## src/rtl/wb_regfile.sv

```systemverilog
// wb_regfile: writeback mux, 8 x 16-bit register file (r0 reads 0) and committed-writeback counter.
// Build option: define WB_BYPASS_EN to forward wb_data to a read port that matches the committing index.
module wb_regfile (
   input  logic        clk,
   input  logic        rst_n,
   input  logic        en,
   input  logic        regWrite_in,
   input  logic        memtoReg_in,
   input  logic [2:0]  write_reg_in,
   input  logic [15:0] mem_data_in,
   input  logic [15:0] alu_result_in,
   input  logic [2:0]  read_reg1,
   input  logic [2:0]  read_reg2,
   output logic [15:0] read_data1,
   output logic [15:0] read_data2,
   output logic [15:0] wb_data,
   output logic        wb_commit,
   output logic [15:0] retire_count
);

   logic [15:0] rf [0:7];
   logic [15:0] retire_q, retire_d;

   assign wb_data   = memtoReg_in ? mem_data_in : alu_result_in;
   assign wb_commit = en & regWrite_in & (write_reg_in != 3'd0);

   // r0 has no storage; its read slot is tied to zero.
   assign rf[0] = '0;

   genvar gi;
   generate
      for (gi = 1; gi < 8; gi++) begin : g_reg
         logic [15:0] reg_q, reg_d;

         always_comb begin
            reg_d = reg_q;
            if (wb_commit && (write_reg_in == 3'(gi)))
               reg_d = wb_data;
         end

         always_ff @(posedge clk or negedge rst_n) begin
            if (!rst_n)
               reg_q <= '0;
            else
               reg_q <= reg_d;
         end

         assign rf[gi] = reg_q;
      end
   endgenerate

`ifdef WB_BYPASS_EN
   // wb_commit already excludes index 0, so a match here is always a real register.
   assign read_data1 = (wb_commit && (read_reg1 == write_reg_in)) ? wb_data : rf[read_reg1];
   assign read_data2 = (wb_commit && (read_reg2 == write_reg_in)) ? wb_data : rf[read_reg2];
`else
   assign read_data1 = rf[read_reg1];
   assign read_data2 = rf[read_reg2];
`endif

   always_comb begin
      retire_d = retire_q;
      if (wb_commit)
         retire_d = retire_q + 16'd1;
   end

   always_ff @(posedge clk or negedge rst_n) begin
      if (!rst_n)
         retire_q <= '0;
      else
         retire_q <= retire_d;
   end

   assign retire_count = retire_q;

endmodule
```

## config.mk

```make
export PLATFORM = sky130hd
export DESIGN_NAME = wb_regfile
export DESIGN_NICKNAME = d
export VERILOG_FILES = /design/src/rtl/wb_regfile.sv
export SDC_FILE = /design/constraint.sdc
export NUM_CORES = 1
export LEC_CHECK = 0
export BUFFER_PORTS_ARGS = -buffer_cell sky130_fd_sc_hd__buf_2
export CORE_MARGIN = 8
export CORE_UTILIZATION = 30
export CTS_CLUSTER_SIZE = 40
export DETAILED_ROUTE_END_ITERATION = 6
export PLACE_DENSITY_LB_ADDON = 0.15
export RECOVER_POWER = 25
export SLEW_MARGIN = 5
export SYNTH_ARGS = -nofsm -noshare
export SYNTH_HDL_FRONTEND = slang
export SYNTH_SLANG_ARGS = --single-unit
```

## constraint.sdc

```tcl
create_clock -name clk -period 3.94 [get_ports clk]
set_input_delay 0.788 -clock clk [delete_from_list [all_inputs] [get_ports clk]]
set_output_delay 0.788 -clock clk [all_outputs]
set_load 0.02 [all_outputs]
```

### Word level (Yosys, flattened, before mapping)

Cells that the tools add are included.

| storage, ports and cells | value |
|---|---|
| input bits | 46 |
| output and inout bits | 65 |
| register bits after elaboration | 128 |
| word-level logic and storage cells | 37 |

| operators by class | value |
|---|---|
| muxes and demuxes | 7 |
| bitwise operators | 4 |
| add/sub/neg operators | 1 |
| order comparisons | 2 |
| equality and inequality tests | 7 |
| reduce and logical (&&, ||, !) cells | 8 |

Operators by type and width:

| kind | number |
|---|---|
| binary-select mux 16 bit (select 3 bit) | 2 |
| two-way mux 16 bit | 5 |
| adder 16 x 1 -> 16 bit (second input constant) | 1 |
| equality test 3 bit (second input constant) | 4 |
| greater-or-equal comparator 4 bit (second input constant) | 2 |
| inverter 3 -> 4 bit | 2 |
| logical AND 1 bit | 7 |
| equality test 3 x 2 -> 1 bit (second input constant) | 2 |
| equality test 3 x 1 -> 1 bit (second input constant) | 1 |
| nonzero test 3 bit | 1 |
| bitwise AND 1 bit | 2 |

### Depth between registers and ports, before layout

| logic depth | value |
|---|---|
| depth in word-level cells | 4 |
| depth in mapped cells | 6 |

### Worst setup path before layout

OpenSTA, ideal clock, no wires.

| timing path | value |
|---|---|
| path kind | in2out |
| start | in read_reg1[1] |
| end | out read_data1[10] |
| stages on the path | 5 |
| arrival time | 2.139 ns |
| slack | 1.013 ns |
| cells stage by stage | buf_2 > nor2b_1 > clkbuf_1 > a22oi_1 > o21ai_0 |

| on the way | value |
|---|---|
| longest elaborated chain between the ends | 4 |

Ends and longest elaborated chain:

| what | line | text |
|---|---|---|
| start, declared | 12 | `input logic [2:0] read_reg1,` |
| inverter 3 -> 4 bit (not written as such) | 57 | `assign read_data1 = rf[read_reg1];` |
| binary-select mux 16 bit (select 3 bit) | 57 |  |
| two-way mux 16 bit (not written as such) (2 in a row) | 57 |  |
| end, declared | 14 | `output logic [15:0] read_data1,` |

No other way between the ends. The select of a mux whose other input is x is not followed.

### Worst setup path in the final report

| timing path | value |
|---|---|
| start | in read_reg1[0] |
| end | out read_data1[14] |

The elaborated chain is that of the path after synthesis.

==> flow_summary_export.csv <==
group,metric,value,unit
floorplanning,rows,54,
global_routing,grt_max_degree,67,
clock_network,htreeDepth,4,
critical_path,endpoint_kind,"output pin",
timing,rsz0062_at_grt,"false",
clock_network,clock_latency,0.42,ns
worst_hold_path,hold_path.class,"reg2reg",
timing,fmax,0.322,GHz
yosys,synth-seq-area-share,0.484,
clock_network,path_clk_slew,0.06,ns
pwr,power,0.00472,W
yosys,ys_seq_elements,128,
place,portBuffers,110,
timing,setup_tns,0,ns
finish,finalNetCount,815,
clock_network,root_buffer,"clkbuf_16",
critical_path,worstSetupPathType,"in2out",
global_routing,overflow,0,
yosys,synthArstFlopShare,1.00,
yosys,syn_area,6620,sq um
floorplanning,die_h,165,um
pwr,p_comb_frac,0.255,
pwr,p_clk_frac,0.347,
critical_path,crit_family,"buffers and inverters",
routing,drc_errors,0,
floorplanning,start_util,0.304,
yosys,syn_nets,701,
critical_path,crit_path_start_kind,"input port",
yosys,yosysWarningCount,0,
timing,clock_skew,0.00473,ns
critical_path,critPathArrivalTime,2.31,ns
finish,postLayoutCoreUtil,0.380,
yosys,netlist_instances,654,
timing,fin_crit_sh,0.787,
critical_path,cp.buffers_inverters,3,
finish,final_area,8260,sq um
finish,drive_above_1_share,0.318,
finish,nFillCells,2175,
timing,setup_slack,0.838,ns
yosys,post-synth-top-area-fraction,0.484,
yosys,synth_edf_count,0,
pwr,leakagePower,3.71,nW
critical_path,rrSetupSlack,2.40,ns
outcome,failed_checks,"max-capacitance violations, max-slew violations",
routing,wirelength,21200,um
clock_network,clk_path_buf_depth,2,
finish,diodes,0,
routing,routedWlPerCell,20.0,um
yosys,synth_flop_cell,"dfrtp_1",
clock_network,cts_buffers,17,
clock_network,cts_setup_buffers,0,
clock_network,cts_hold_buf,0,
global_routing,grt_pass1_vias,5577,
critical_path,path_cells,"buf_2, buf_12, mux4_2, nand2_1, o21ai_0, buf_2",
yosys,synth_top_cell_by_area,"dfrtp_1",
timing,max_slew.worst_pin.slew,1.65,ns
global_routing,antenna_found_initial,0,
outcome,outcome,"complete, but fails checks",
yosys,avgSynthCellArea,10.1,sq um
critical_path,slowest_stage,"mux4_2",
pwr,p_seq_frac,0.398,
floorplanning,die_area,27100,sq um
routing,first_pass_iters,4,
pwr,peakVddDrop,0.000197,V
floorplanning,pin_count,111,
run,drv_cap,1,
clock_network,cts_sinks,128,
pwr,p_int,0.00319,W
timing,relSlewSlack,-0.0981,
critical_path,crit_top_cell,"buf_2",
critical_path,worst_path_largest_cell_delay,0.51,ns
critical_path,required,3.15,ns
finish,area_growth,24.8,%
floorplanning,die_w,165,um
clock_network,cts-resized-gates,0,
pwr,switchingPower,0.00153,W
routing,drtIter0Drc,380,
global_routing,grt_usage,0.162,
floorplanning,coreArea,21800,sq um
yosys,synthTopCellsByArea,"dfrtp_1, mux4_2, a21oi_1",
timing,setup_viol,0,
place,dp_hpwl,14500,um
timing,finalHoldViolCount,0,
routing,vias_per_cell,5.10,
yosys,ys_types,29,
pwr,power_switching_share,0.324,
global_routing,grt_pass1_wl,33500,um
timing,slew_viol_final,63,
place,finalWeightedCongestion,0.816,
place,pre_cts_slack,0.839,ns
clock_network,cts_tree,"done",
place,dpl_cell_area,7650,sq um
critical_path,path_max_fanout,16,
pwr,p_per_area,572,nW/um^2
timing,min_period,3.10,ns
routing,antenna_left,0,
routing,vias,5412,
flip-flops by register name, indices dropped and copies added (netlist names):
signal and cells:
retire_count 16, g.reg_q 112
placed cells by master (no fill, tap or decap):
| master | count |
|---|---|
| and3_1 | 3 |
| clkinvlp_4 | 3 |
| nand2_1 | 40 |
| clkinv_2 | 1 |
| buf_4 | 30 |
| xor2_1 | 4 |
| bufinv_16 | 3 |
| a22oi_1 | 16 |
| a221oi_1 | 15 |
| inv_6 | 5 |
| clkbuf_2 | 1 |
| xnor2_1 | 11 |
| o21ai_1 | 16 |
| nor2b_1 | 2 |
| mux4_2 | 32 |
| ha_1 | 1 |
| nor4b_4 | 1 |
| nand2b_1 | 2 |
| nor3_2 | 3 |
| nand4_1 | 4 |
| o21ai_0 | 17 |
| buf_12 | 4 |
| dfrtp_1 | 128 |
| buf_2 | 108 |
| clkbuf_8 | 1 |
| or2_2 | 1 |
| nand3_1 | 8 |
| nor3_1 | 3 |
| and4_1 | 1 |
| nor2_2 | 3 |
| nor2_1 | 100 |
| a21oi_1 | 112 |
| mux2_2 | 33 |
| clkbuf_16 | 17 |
| mux2i_1 | 16 |
| clkinv_4 | 2 |
| clkbuf_1 | 1 |
| inv_1 | 32 |
| or3_1 | 1 |
worst reg2reg max path: cells and delay by family, from the launching register on:
| kind | cells | cell delay (ns) |
|---|---|---|
| flops | 1 | 0.44 |
| xor+xnor | 1 | 0.15 |
| simple gates | 3 | 0.83 |
kinds of logic (layout without fill, tap and decap cells):
| logic type | Yosys count | in the layout | share of synthesized area |
|---|---|---|---|
| DFF | 128 | 128 | 0.484 |
| and+or+nand+nor | 172 | 172 | 0.110 |
| xor gates and xnor gates | 15 | 15 | 0.0198 |
| AOI/OAI and AO/OA | 176 | 176 | 0.148 |
| adders and majority gates | 1 | 1 | 0.00189 |
| muxes | 81 | 81 | 0.189 |
| buffers and inverters | 81 | 208 | 0.0484 |
cells in the mapped netlist (all sizes together), types with 4 or more instances:
library cell / instances
a21oi: 112
a221oi: 15
a22oi: 16
buf: 14
clkbuf: 35
dfrtp: 128
inv: 32
mux2: 33
mux2i: 16
mux4: 32
nand2: 40
nand3: 8
nand4: 4
nor2: 103
nor3: 6
o21ai: 33
xnor2: 11
xor2: 4
power by group through the flow:
| stage | clock (W) | combinational, W | sequential [W] |
|---|---|---|---|
| floorplan | 0 | 0.000814 | 0.00184 |
| global placement | 0 | 0.00119 | 0.00188 |
| detailed placement | 0 | 0.00121 | 0.00189 |
| CTS | 0.00168 | 0.00122 | 0.00188 |
| global route | 0.00175 | 0.00133 | 0.00193 |
| finish | 0.00164 | 0.00120 | 0.00188 |
area by class of cell:
cell class | instances | area (sq um) | share of cell area
inverter | 32 | 120 | 0.0145
timing repair buffer | 144 | 855 | 0.103
sequential | 128 | 3200 | 0.388
clock buffer | 18 | 439 | 0.0531
clock inverter | 14 | 179 | 0.0217
tap | 280 | 350 | 0.0424
multi-input combinational | 445 | 3120 | 0.377
final timing paths:
| kind | to | from | depth (start not counted) |
|---|---|---|---|
| setup / recovery | read_data1[14] | read_reg1[0] | 6 |
| hold / removal | retire_count[15] | retire_count[15] | 1 |
| setup reg to reg | retire_count[15] | retire_count[3] | 4 |
| hold reg to reg | retire_count[15] | retire_count[15] | 1 |
| max in group asynchronous | retire_count[10] | rst_n | 2 |
| min in group asynchronous | g_reg[3].reg_q[4] | rst_n | 1 |
metrics by stage:
| stage | std cells | hold slack [ns] |
|---|---|---|
| CTS | 1061 | 0.471 |
| global placement | 1029 | 0.464 |
| detailed placement | 1029 | 0.463 |
| global route | 1061 | 0.501 |
| floorplan | 654 | 0.477 |
| finish | 1061 | 0.464 |
per-layer routing:
| layer | global-route usage | vias up | part of all wire |
|---|---|---|---|
| met5 | 0 | - | 0 |
| met4 | 0.0528 | 0 | 0.013 |
| met3 | 0.0292 | 19 | 0.041 |
| met2 | 0.259 | 132 | 0.49 |
| met1 | 0.219 | 2712 | 0.45 |
| li1 | - | 2549 | - |
No activity file was read; power rests on OpenSTA's default activity.
